<file path="config.mk">
export PLATFORM = sky130hd
export DESIGN_NAME = axis_upsizer
export DESIGN_NICKNAME = d
export VERILOG_FILES = /design/src/rtl/axis_upsizer_pkg.sv /design/src/rtl/axis_out_reg.sv /design/src/rtl/axis_upsizer.sv
export SDC_FILE = /design/constraint.sdc
export NUM_CORES = 1
export LEC_CHECK = 0
export ABC_AREA = 0
export BUFFER_PORTS_ARGS = -buffer_cell sky130_fd_sc_hd__buf_2
export CORE_MARGIN = 1
export CORE_UTILIZATION = 40
export CTS_CLUSTER_SIZE = 14
export DETAILED_ROUTE_END_ITERATION = 12
export PLACE_DENSITY = 0.67
export SYNTH_ARGS = -nofsm -noshare
export SYNTH_HDL_FRONTEND = slang
export SYNTH_HIERARCHICAL = 1
export SYNTH_SLANG_ARGS = --single-unit
</file>
<file path="constraint.sdc">
create_clock -name clk -period 2.8 [get_ports clk]
set_input_delay 0.14 -clock clk [delete_from_list [all_inputs] [get_ports clk]]
set_output_delay 0.14 -clock clk [all_outputs]
set_load 0.02 [all_outputs]
</file>
<file path="src/rtl/axis_upsizer_pkg.sv">
// Shared types and helpers for the AXI-Stream width upsizer.
// Latency: n/a (declarations only).
// Backpressure: n/a (declarations only).
package axis_upsizer_pkg;

    // Packing state: EMPTY means no lanes held, FILL means 1..RATIO-1 lanes held.
    typedef enum logic {
        EMPTY = 1'b0,
        FILL  = 1'b1
    } fill_state_t;

    // Default packing ratio and the matching lane-index type.
    localparam int DEF_RATIO  = 4;
    localparam int LANE_CNT_W = $clog2(DEF_RATIO);
    typedef logic [LANE_CNT_W-1:0] lane_idx_t;

    // Lane counter width for an arbitrary ratio (at least one bit).
    function automatic int lane_cnt_w(input int ratio);
        return (ratio > 1) ? $clog2(ratio) : 1;
    endfunction

endpackage

</file>
<file path="src/rtl/axis_out_reg.sv">
// Output register slice holding the wide word presented to the downstream slave.
// Latency: one cycle from load to m_tvalid.
// Backpressure: holds m_tdata/m_tlast stable until drained; load takes priority over drain.
module axis_out_reg
    import axis_upsizer_pkg::*;
#(
    parameter int DATA_W = 32
`ifdef AXIS_UPSIZER_TKEEP_EN
    ,
    parameter int KEEP_W = 4
`endif
) (
    input  logic              clk,
    input  logic              rst,
    input  logic              load,
    input  logic              drain,
    input  logic [DATA_W-1:0] load_data,
    input  logic              load_last,
`ifdef AXIS_UPSIZER_TKEEP_EN
    input  logic [KEEP_W-1:0] load_keep,
    output logic [KEEP_W-1:0] m_tkeep,
`endif
    output logic              m_tvalid,
    output logic [DATA_W-1:0] m_tdata,
    output logic              m_tlast
);

    // Reload on a closing accept, otherwise drop valid once the word has transferred.
    always_ff @(posedge clk or posedge rst) begin
        if (rst) begin
            m_tvalid <= 1'b0;
            m_tdata  <= '0;
            m_tlast  <= 1'b0;
`ifdef AXIS_UPSIZER_TKEEP_EN
            m_tkeep  <= '0;
`endif
        end else if (load) begin
            m_tvalid <= 1'b1;
            m_tdata  <= load_data;
            m_tlast  <= load_last;
`ifdef AXIS_UPSIZER_TKEEP_EN
            m_tkeep  <= load_keep;
`endif
        end else if (drain) begin
            m_tvalid <= 1'b0;
        end
    end

endmodule

</file>
<file path="src/rtl/axis_upsizer.sv">
// AXI-Stream upsizer: packs RATIO narrow beats into one wide word (lane 0 first) or bypasses per beat.
// Latency: closing beat appears on m_* one cycle after its accept; full rate with m_tready held high.
// Backpressure: s_tready = !m_tvalid || m_tready; optional m_tkeep under AXIS_UPSIZER_TKEEP_EN.
module axis_upsizer
    import axis_upsizer_pkg::*;
#(
    parameter  int S_DATA_W = 8,
    parameter  int RATIO    = 4,
    localparam int M_DATA_W = S_DATA_W * RATIO
) (
    input  logic                  clk,
    input  logic                  rst,
    input  logic                  upsizing,
    input  logic                  s_tvalid,
    input  logic [S_DATA_W-1:0]   s_tdata,
    input  logic                  s_tlast,
    output logic                  s_tready,
    output logic                  m_tvalid,
    output logic [M_DATA_W-1:0]   m_tdata,
    output logic                  m_tlast,
`ifdef AXIS_UPSIZER_TKEEP_EN
    output logic [M_DATA_W/8-1:0] m_tkeep,
`endif
    input  logic                  m_tready
);

    localparam int LW = lane_cnt_w(RATIO);
    typedef logic [LW-1:0] lane_t;

`ifdef AXIS_UPSIZER_TKEEP_EN
    localparam int KEEP_W  = M_DATA_W / 8;
    localparam int LANE_KB = S_DATA_W / 8;
    logic [KEEP_W-1:0] keep_nxt;
`endif

    fill_state_t         state;
    lane_t               lane_cnt;
    logic [M_DATA_W-1:0] acc;
    logic                mode_q;
    logic                eff_mode;
    logic                accept;
    logic                closes;
    logic                drain;
    logic [M_DATA_W-1:0] word_nxt;

    assign s_tready = !m_tvalid || m_tready;
    assign accept   = s_tvalid && s_tready;
    assign drain    = m_tvalid && m_tready;
    // Mode is sampled live only for the first lane of a word; afterwards the latched copy rules.
    assign eff_mode = (state == EMPTY) ? upsizing : mode_q;
    assign closes   = (lane_cnt == lane_t'(RATIO - 1)) || s_tlast || !eff_mode;

    // Merge the incoming beat into lane lane_cnt; lanes above it are still zero in the accumulator.
    always_comb begin
        word_nxt = acc;
`ifdef AXIS_UPSIZER_TKEEP_EN
        keep_nxt = '0;
`endif
        for (int i = 0; i < RATIO; i++) begin
            if (lane_t'(i) == lane_cnt) begin
                word_nxt[i*S_DATA_W +: S_DATA_W] = s_tdata;
            end
`ifdef AXIS_UPSIZER_TKEEP_EN
            if (lane_t'(i) <= lane_cnt) begin
                keep_nxt[i*LANE_KB +: LANE_KB] = '1;
            end
`endif
        end
    end

    // Packing FSM: accumulate lanes until the word closes, then start over from lane 0.
    always_ff @(posedge clk or posedge rst) begin
        if (rst) begin
            state    <= EMPTY;
            lane_cnt <= '0;
            acc      <= '0;
            mode_q   <= 1'b0;
        end else if (accept) begin
            if (state == EMPTY) begin
                mode_q <= upsizing;
            end
            if (closes) begin
                acc      <= '0;
                lane_cnt <= '0;
                state    <= EMPTY;
            end else begin
                acc      <= word_nxt;
                lane_cnt <= lane_cnt + lane_t'(1);
                state    <= FILL;
            end
        end
    end

    axis_out_reg #(
        .DATA_W    (M_DATA_W)
`ifdef AXIS_UPSIZER_TKEEP_EN
        ,
        .KEEP_W    (KEEP_W)
`endif
    ) u_out_reg (
        .clk       (clk),
        .rst       (rst),
        .load      (accept && closes),
        .drain     (drain),
        .load_data (word_nxt),
        .load_last (s_tlast),
`ifdef AXIS_UPSIZER_TKEEP_EN
        .load_keep (keep_nxt),
        .m_tkeep   (m_tkeep),
`endif
        .m_tvalid  (m_tvalid),
        .m_tdata   (m_tdata),
        .m_tlast   (m_tlast)
    );

endmodule
</file>
==> results.yml, run 1 <==
run_status:
  status: "finished, final reports clean"
logic_synthesis:
  synthMostInstantiatedCell: "dfrtp_1"
  ys.flop_type: "dfrtp_1"
  synth_top_area_cell: "dfrtp_1"
  netlist_top_cells_area: "dfrtp_1 (49%), o2bb2ai_2 (13%), mux2_4 (12%)"
  syn_avg_cell_area_sq_um: 14.5
  synth-seq-area-share_pct: 48.8
  synth_cells: 247
  synth_edf_count: 0
  yosysWarnings: 6
  async_reset_ff_share_pct: 100
  yosysUniqueCellTypes: 21
  yosys-top-cells-count: "dfrtp_1 (70), mux2_2 (37), nand3_1 (35)"
  yosys.area.top_type_share_pct: 48.8
  synth_fp_nets: 265
  synth_area_sq_um: 3590
  ys_seq_elements: 70
detailed_routing:
  via_per_inst: 5.30
  drtAntennaViolNets: 0
  wl_per_cell_microns: 18.7
  dr_total_vias: 2148
  drt_pass1_iterations: 4
  drt-initial-drc-count: 110
  drt_wl_total_microns: 7560
  drc: 0
sta:
  rsz0062_at_grt: "no"
  fmax_ghz: 0.450
  worstMarginPinSlew_ns: 0.622
  fin_tns_setup_ns: 0
  finalClockSkew_ns: 0.00782
  maxSlewViolCount: 0
  hold_viol: 0
  relSlewSlack_pct: 58.4
  finalSetupViolCount: 0
  period_share_pct: 79.4
  post-route-min-period_ns: 2.22
floorplan:
  core_area_sq_um: 8720
  pin_count: 49
  rows: 34
  initial_utilization_pct: 41.1
  die_x_microns: 96.7
  fp.dieH_microns: 96.7
  dieArea_sq_um: 9350
clocking:
  cts_tree: "yes"
  cts_made_buffers: 9
  clk_pin_slew_worst_paths_ns: 0.08
  insertion_delay_ns: 0.35
  cts_max_path_buffers: 2
  cts_max_level: 3
  post_cts_buffers: 0
  cts_root_buffer: "clkbuf_8"
  cts_sinks: 70
layout:
  fillers: 779
  nets: 310
  ff_latch_area_sq_um: 1750
  drive_gt1_share_pct: 56.9
  fin_cells: 405
  multi_input_area_sq_um: 1630
  area_growth_pct: 13.5
  antenna_cells: 0
global_route:
  first_global_vias: 2229
  track_usage_pct: 17.2
  grt_max_degree: 38
  antenna_found_initial: 0
  overflow: 0
  grt_pass1_wl_microns: 12500
power_and_ir_drop:
  cellLeakagePower_nw: 1.92
  power_density_nw_per_um2: 857
  ir_drop_mv: 0.325
worst_setup_path:
  path_max_fanout: 19
  crit_path_start_kind: "flop"
  critPathKind: "reg2reg"
  required_ns: 3.03
  crit_slowest_cell: "nor2b_4"
  crit_chain: "ha_1, or3_1, nor2b_4, buf_4, mux2_2"
  critPathMaxStageDelay_ns: 0.54
  end_kind: "flop"
  crit_arrival_ns: 2.45
placement:
  place_hpwl_microns: 4880
  dpl.cell_count: 388
  io_buffers: 48
  gp_congestion: 0.720
min_path:
  hold_path_class: "in2reg"
job:
  cap_violations: 0
## logic make-up (layout without fill, tap and decap cells)
family	count (synthesis)	count (layout)	synth area share [%]
flip-flops	70	70	48.8
multiplexers	68	68	24.3
AND/OR/NAND/NOR	40	40	5.68
AO/OA/AOI/OAI	36	36	13.8
buffers and inverters	29	79	5.96
adder cells (fa/ha/maj)	4	4	1.39
## metal layers
metal	vias up	track usage (%)	routed length, microns
li1	987	-	-
met5	-	0	0
met1	1102	24.4	3690
met4	0	6.54	114
met3	12	3.11	250
met2	47	26.2	3500
## registers in the layout (all words and copies together) (netlist names)
| signal | count |
|---|---|
| acc | 32 |
| u_out_reg/m_tdata | 32 |
| lane_cnt | 2 |
| mode_q | 1 |
| state | 1 |
| u_out_reg/m_tlast | 1 |
| u_out_reg/m_tvalid | 1 |
## placed cells by master, fill, tap and decap left out, types with 2 or more instances in the layout
| master | n |
|---|---|
| clkbuf_8 | 10 |
| o2bb2ai_2 | 30 |
| buf_2 | 48 |
| nand3_1 | 35 |
| clkinvlp_4 | 2 |
| o2bb2ai_1 | 3 |
| clkinv_2 | 2 |
| inv_1 | 6 |
| dfrtp_1 | 70 |
| mux2_2 | 37 |
| mux2_4 | 29 |
| bufinv_16 | 2 |
| mux2i_1 | 2 |
| ha_1 | 4 |
| buf_4 | 8 |
## final timing paths
kind / start / endpoint / slack (ns) / cells after the start
worst max-delay path: lane_cnt[1] / u_out_reg/m_tdata[10] / 0.58 / 5
worst min-delay path: upsizing / mode_q / 0.06 / 2
worst max register to register: lane_cnt[1] / u_out_reg/m_tdata[10] / 0.58 / 5
worst min register to register: acc[14] / acc[14] / 0.49 / 1
max in group asynchronous: rst / acc[27] / 2.00 / 4
min in group asynchronous: rst / u_out_reg/m_tdata[24] / 0.44 / 4
## what timing repair did
item	in CTS	in global routing
gates resized for setup	0	0
hold buffers	1	0
endpoints found under the hold margin	70	0
## report_power, final
part	switching, W	total [W]	internal (W)
sequential	0.000129	0.00135	0.00122
clock	0.000389	0.000912	0.000522
combinational	0.000679	0.00123	0.000551
total	0.00120	0.00349	0.00229
## critical path: cells and delay by family, from the launching register on
kind	cells	cell delay, ns
fa+ha+maj	1	0.18
buf+inv	1	0.45
flops	1	0.42
mux	1	0.38
simple gates	2	0.66
## layout make-up
cell class / instances / share of cell area, %
clock inverter: 6 / 2.09
tap: 108 / 3.32
clock buffer: 10 / 3.38
timing repair buffer: 57 / 7.62
inverter: 6 / 0.553
sequential: 70 / 43.0
multi-input combinational: 148 / 40.0
## metrics by stage
step | utilization [%] | cell area [sq um] | setup WS (ns) | power (W) | hold slack, ns
6_report | 46.7 | 4070 | 0.577 | 0.00349 | 0.0566
5_1_grt | 46.7 | 4070 | 0.437 | 0.00367 | 0.0561
4_1_cts | 46.7 | 4070 | 0.561 | 0.00353 | 0.0462
3_5_place_dp | 44.0 | 3840 | 0.559 | 0.00261 | 0.282
3_3_place_gp | 44.0 | 3840 | 0.632 | 0.00259 | 0.270
2_1_floorplan | - | 3590 | 0.735 | 0.00233 | 0.282
(Power assumes the default switching activity.)
==> inputs of run 2 (changes only) <==
--- a/config.mk
+++ b/config.mk
@@ -5,7 +5,7 @@
 export SDC_FILE = /design/constraint.sdc
 export NUM_CORES = 1
 export LEC_CHECK = 0
-export ABC_AREA = 0
+export ABC_AREA = 1
 export BUFFER_PORTS_ARGS = -buffer_cell sky130_fd_sc_hd__buf_2
 export CORE_MARGIN = 1
 export CORE_UTILIZATION = 40
==> constraint.sdc (replaced) <==
create_clock -name clk -period 2.25 [get_ports clk]
set_input_delay 0.1125 -clock clk [delete_from_list [all_inputs] [get_ports clk]]
set_output_delay 0.1125 -clock clk [all_outputs]
set_load 0.02 [all_outputs]
==> results.yml, run 2 <==
logic_synthesis:
  synth_cells: 419
  synthMostInstantiatedCell: "nand2_1"
  netlist_top_cells_area: "dfrtp_1 (53%), nand2_1 (23%), nand3_1 (5.1%)"
  synth-seq-area-share_pct: 52.9
  synth_top_area_cell: "dfrtp_1"
  async_reset_ff_share_pct: 100
  ys_seq_elements: 70
  synth_area_sq_um: 3310
  syn_avg_cell_area_sq_um: 7.90
  synth_edf_count: 0
  synth_fp_nets: 437
  yosys-top-cells-count: "nand2_1 (199), dfrtp_1 (70), inv_1 (42)"
  ys.flop_type: "dfrtp_1"
  yosysUniqueCellTypes: 17
  yosysWarnings: 6
  yosys.area.top_type_share_pct: 52.9
sta:
  post-route-min-period_ns: 1.71
  fin_tns_setup_ns: 0
  worstMarginPinSlew_ns: 0.522
  finalClockSkew_ns: 0.00739
  finalSetupViolCount: 0
  relSlewSlack_pct: 65.2
  fmax_ghz: 0.586
  rsz0062_at_grt: "no"
  maxSlewViolCount: 0
  period_share_pct: 75.8
  timing.hold.ws_ns: 0.0906
  hold_viol: 0
floorplan:
  core_area_sq_um: 7850
  die_x_microns: 93.0
  rows: 32
  fp.dieH_microns: 93.0
  initial_utilization_pct: 42.2
  dieArea_sq_um: 8650
  pin_count: 49
worst_setup_path:
  critPathKind: "reg2reg"
  crit_path_start_kind: "flop"
  crit_arrival_ns: 2.00
  cp_top_family: "simple AND/OR/NAND/NOR gates"
  cp.buffers_inverters: 2
  end_kind: "flop"
  crit_slowest_cell: "dfrtp_1"
  crit_chain: "ha_1, or2_4, nor2_8, nor2_2, buf_4, inv_8, nand2_1, nand2_1"
  path_max_fanout: 34
  critPathMaxStageDelay_ns: 0.41
  crit_top_cell: "nand2_1"
  required_ns: 2.55
detailed_routing:
  drt_wl_total_microns: 7720
  via_per_inst: 4.94
  drt-initial-drc-count: 242
  drt_pass1_iterations: 5
  drtAntennaViolNets: 0
  drc: 0
  wl_per_cell_microns: 13.4
  dr_total_vias: 2848
clocking:
  cts_root_buffer: "clkbuf_8"
  cts_sinks: 70
  cts_made_buffers: 9
  clk_pin_slew_worst_paths_ns: 0.08
  insertion_delay_ns: 0.35
  cts_max_path_buffers: 2
  cts_tree: "yes"
  cts_max_level: 3
layout:
  area_growth_pct: 16.7
  fin_util_pct: 49.3
  ff_latch_area_sq_um: 1750
  drive_gt1_share_pct: 18.4
  fillers: 782
  top_regs: "acc (32), u_out_reg/m_tdata (32), lane_cnt (2)"
  antenna_cells: 0
  final_cell_mix: "nand2_1 (199), dfrtp_1 (70), buf_2 (48), inv_1 (42), nand3_1 (34)"
  multi_input_area_sq_um: 1230
  nets: 487
  final_common_cell: "nand2_1"
global_route:
  antenna_found_initial: 0
  track_usage_pct: 19.7
  grt_max_degree: 37
  first_global_vias: 2689
  overflow: 0
  grt_pass1_wl_microns: 13000
run_status:
  status: "finished, final reports clean"
placement:
  gp_congestion: 0.784
  place_hpwl_microns: 4990
  io_buffers: 48
power_and_ir_drop:
  ir_drop_mv: 0.826
  power_density_nw_per_um2: 1140
  cellLeakagePower_nw: 2.16
job:
  cap_violations: 0
min_path:
  hold_path_class: "in2reg"
## run 2: cell types whose count changed in the layout (fill, tap and decap cells not counted), sizes merged, moves of 2 or more
cell     before  now
buf          56   58
inv           6   43
mux2         66    0
mux2i         2    0
nand2         1  208
nor2          0    4
o21ai         0   33
o2bb2ai      33    0
## run 2: cells by family after synthesis
logic type	count (synthesis)	synth area share (%)
and+or+nand+nor	247	30.6
adders and majority gates	4	1.51
DFF	70	52.9
buffers and inverters	65	10.0
AOI/OAI and AO/OA	33	4.99
## run 2: repair_timing
action                    in CTS  in global routing
hold endpoints to repair      71                  0
buffers inserted               0                  0
gates resized for setup        0                  0
hold buffers                   2                  0
## run 2: final timing paths
check                           slack [ns]             startpoint                     to  cells past startpoint
worst max-delay path                  0.54            lane_cnt[0]  u_out_reg/m_tdata[27]                      8
worst min register to register        0.47  u_out_reg/m_tdata[29]  u_out_reg/m_tdata[29]                      2
worst min-delay path                  0.09               m_tready     u_out_reg/m_tvalid                      6
min in group asynchronous             0.40                    rst  u_out_reg/m_tdata[24]                      4
worst max register to register        0.54            lane_cnt[0]  u_out_reg/m_tdata[27]                      8
max in group asynchronous             1.47                    rst                acc[23]                      4
## run 2: metrics by stage
stage | instances | cell area [sq um] | total power, W | worst slack [ns]
floorplan | 419 | 3310 | 0.00280 | 0.589
global placement | 558 | 3600 | 0.00314 | 0.592
detailed placement | 558 | 3600 | 0.00317 | 0.547
CTS | 576 | 3860 | 0.00442 | 0.529
global route | 576 | 3860 | 0.00466 | 0.402
finish | 576 | 3860 | 0.00439 | 0.545
## run 2: final cells by class
type                            count  area share (%)
Sequential cell                    70            45.3
Inverter                           44            4.47
Clock buffer                        9            3.20
Multi-Input combinational cell    284            31.9
Timing Repair Buffer               60            8.68
Tap cell                          102            3.30
Clock inverter                      7            3.17
## run 2: layer usage
layer	vias up	GRT usage (%)	share of wire, %	wire length, microns
met4	0	6.03	1.7	133
met2	104	31.4	45	3470
met1	1355	25.7	47	3610
met5	-	0	0	0
met3	13	5.85	6.7	514
li1	1376	-	-	-
## run 2: worst register-to-register path, delay by kind of cell (launching register included)
kind                       cells  cell delay (ns)
and+or+nand+nor                5             0.58
DFF                            1             0.41
buffers and inverters          2             0.43
adders and majority gates      1             0.22
## run 2: power by group
group	switching, W	internal [W]
sequential	0.000166	0.00154
clock	0.000497	0.000739
combinational	0.00101	0.000430
==> inputs of run 3 (changes only) <==
--- a/config.mk
+++ b/config.mk
@@ -5,13 +5,13 @@
 export SDC_FILE = /design/constraint.sdc
 export NUM_CORES = 1
 export LEC_CHECK = 0
-export ABC_AREA = 1
+export ABC_AREA = 0
 export BUFFER_PORTS_ARGS = -buffer_cell sky130_fd_sc_hd__buf_2
 export CORE_MARGIN = 1
 export CORE_UTILIZATION = 40
 export CTS_CLUSTER_SIZE = 14
 export DETAILED_ROUTE_END_ITERATION = 12
-export PLACE_DENSITY = 0.67
+export PLACE_DENSITY = 0.69
 export SYNTH_ARGS = -nofsm -noshare
 export SYNTH_HDL_FRONTEND = slang
 export SYNTH_HIERARCHICAL = 1
==> constraint.sdc (replaced) <==
create_clock -name clk -period 1.5 [get_ports clk]
set_input_delay 0.075 -clock clk [delete_from_list [all_inputs] [get_ports clk]]
set_output_delay 0.075 -clock clk [all_outputs]
set_load 0.02 [all_outputs]
==> results.yml, run 3 (synthesis results as in run 1) <==
worst_setup_path:
  crit_arrival_ns: 1.94
  critPathMaxStageDelay_ns: 0.41
  required_ns: 1.73
  crit_slowest_cell: "dfrtp_1"
  end_kind: "flop"
  critPathKind: "reg2reg"
  crit_path_start_kind: "flop"
  crit_chain: "ha_2, or3_4, nor2b_4, buf_12, mux2_4"
  path_max_fanout: 15
detailed_routing:
  drt-initial-drc-count: 79
  via_per_inst: 5.27
  dr_total_vias: 2192
  drt_pass1_iterations: 4
  wl_per_cell_microns: 18.1
  drc: 0
  drtAntennaViolNets: 0
  drt_wl_total_microns: 7540
layout:
  area_growth_pct: 19.3
  final_cell_mix: "dfrtp_1 (70), buf_2 (48), nand3_1 (34), mux2_4 (34), mux2_2 (32)"
  top_regs: "acc (32), u_out_reg/m_tdata (32), lane_cnt (2)"
  final_common_cell: "dfrtp_1"
  drive_gt1_share_pct: 60.1
  fillers: 743
  antenna_cells: 0
  nets: 321
global_route:
  overflow: 0
  antenna_found_initial: 0
  track_usage_pct: 17.1
  grt_pass1_wl_microns: 12300
  grt_max_degree: 38
  first_global_vias: 2221
sta:
  fin_tns_setup_ns: -7.30
  layout_setup_ws_ns: -0.206
  post-route-min-period_ns: 1.71
  maxSlewViolCount: 0
  finalSetupViolCount: 69
  rsz0062_at_grt: "yes"
  hold_viol: 0
  period_share_pct: 114
  fmax_ghz: 0.586
  relSlewSlack_pct: 62.2
  worstMarginPinSlew_ns: 0.567
  finalClockSkew_ns: 0.00727
placement:
  gp_congestion: 0.726
  place_hpwl_microns: 4760
  io_buffers: 48
job:
  cap_violations: 0
clocking:
  insertion_delay_ns: 0.35
  cts_tree: "yes"
  cts_max_level: 3
  cts_sinks: 70
  clk_pin_slew_worst_paths_ns: 0.07
  cts_made_buffers: 9
  cts_root_buffer: "clkbuf_8"
  cts_max_path_buffers: 2
floorplan:
  initial_utilization_pct: 41.1
  rows: 34
  die_x_microns: 96.7
  dieArea_sq_um: 9350
  pin_count: 49
  fp.dieH_microns: 96.7
  core_area_sq_um: 8720
power_and_ir_drop:
  ir_drop_mv: 0.510
  cellLeakagePower_nw: 2.00
  power_density_nw_per_um2: 1560
  fin_total_pwr_w: 0.00670
min_path:
  hold_path_class: "in2reg"
run_status:
  status: "complete, but fails checks"
  violations: "setup timing"
## run 3: cell types whose count changed in the layout (fill, tap and decap cells not counted), sizes merged, moves of 3 or more
| cell | previous run | this run |
|---|---|---|
| buf | 58 | 65 |
| clkbuf | 9 | 12 |
| inv | 43 | 6 |
| mux2 | 0 | 66 |
| nand2 | 208 | 1 |
| nor2 | 4 | 0 |
| o21ai | 33 | 0 |
| o2bb2ai | 0 | 33 |
## run 3: power by group
| part | leakage [nW] | switching, W | internal [W] | total [W] |
|---|---|---|---|---|
| clock network | 0.106 | 0.000707 | 0.000851 | 0.00156 |
| registers | 0.945 | 0.000230 | 0.00228 | 0.00251 |
| logic | 0.952 | 0.00135 | 0.00129 | 0.00263 |
## run 3: per-layer routing
| layer | wire length, microns | global-route usage [%] | part of all wire [%] |
|---|---|---|---|
| met1 | 3630 | 24.3 | 48 |
| met4 | 123 | 7.23 | 1.6 |
| met5 | 0 | 0 | 0 |
| met3 | 259 | 3.40 | 3.4 |
| met2 | 3540 | 25.4 | 47 |
## run 3: worst max-delay path, delay by kind of cell, from the launching register on
family        cells  cell delay, ns
mux               1            0.30
fa+ha+maj         1            0.19
flops             1            0.41
buf+inv           1            0.16
simple gates      2            0.54
## run 3: cell type report
class,count,area (sq um),share of cell area [%]
Clock buffer,12,155,3.62
Clock inverter,4,45.0,1.05
Inverter,6,25.0,0.584
Multi-Input combinational cell,148,1690,39.5
Sequential cell,70,1750,40.9
Tap cell,108,135,3.16
Timing Repair Buffer,68,480,11.2
## run 3: per-stage QoR
stage | cells | area (sq um) | worst slack (ns) | hold slack (ns) | util [%]
finish | 416 | 4280 | -0.206 | 0.124 | 49.1
global route | 416 | 4280 | -0.262 | 0.147 | 49.1
CTS | 416 | 4280 | -0.194 | 0.116 | 49.1
detailed placement | 397 | 3990 | -0.190 | 0.218 | 45.7
global placement | 397 | 3990 | -0.151 | 0.203 | 45.7
floorplan | 247 | 3600 | -0.522 | 0.217 | -
## run 3: path summary, 6_finish.rpt
check / startpoint / end / slack [ns] / depth (start not counted)
max: lane_cnt[0] / u_out_reg/m_tdata[15] / -0.21 / 5
min: m_tready / u_out_reg/m_tvalid / 0.12 / 4
max reg2reg: lane_cnt[0] / u_out_reg/m_tdata[15] / -0.21 / 5
min reg2reg: acc[14] / acc[14] / 0.50 / 1
max in group asynchronous: rst / acc[22] / 0.77 / 4
min in group asynchronous: rst / u_out_reg/m_tdata[18] / 0.37 / 4
## run 3: repair_timing
action / CTS / global route
hold endpoints to repair: 72 / 0
pin swaps: 1 / 0
endpoints found under the setup margin: 70 / 70
buffers inserted: 0 / 1
gates resized for setup: 15 / 1
hold buffers: 3 / 0
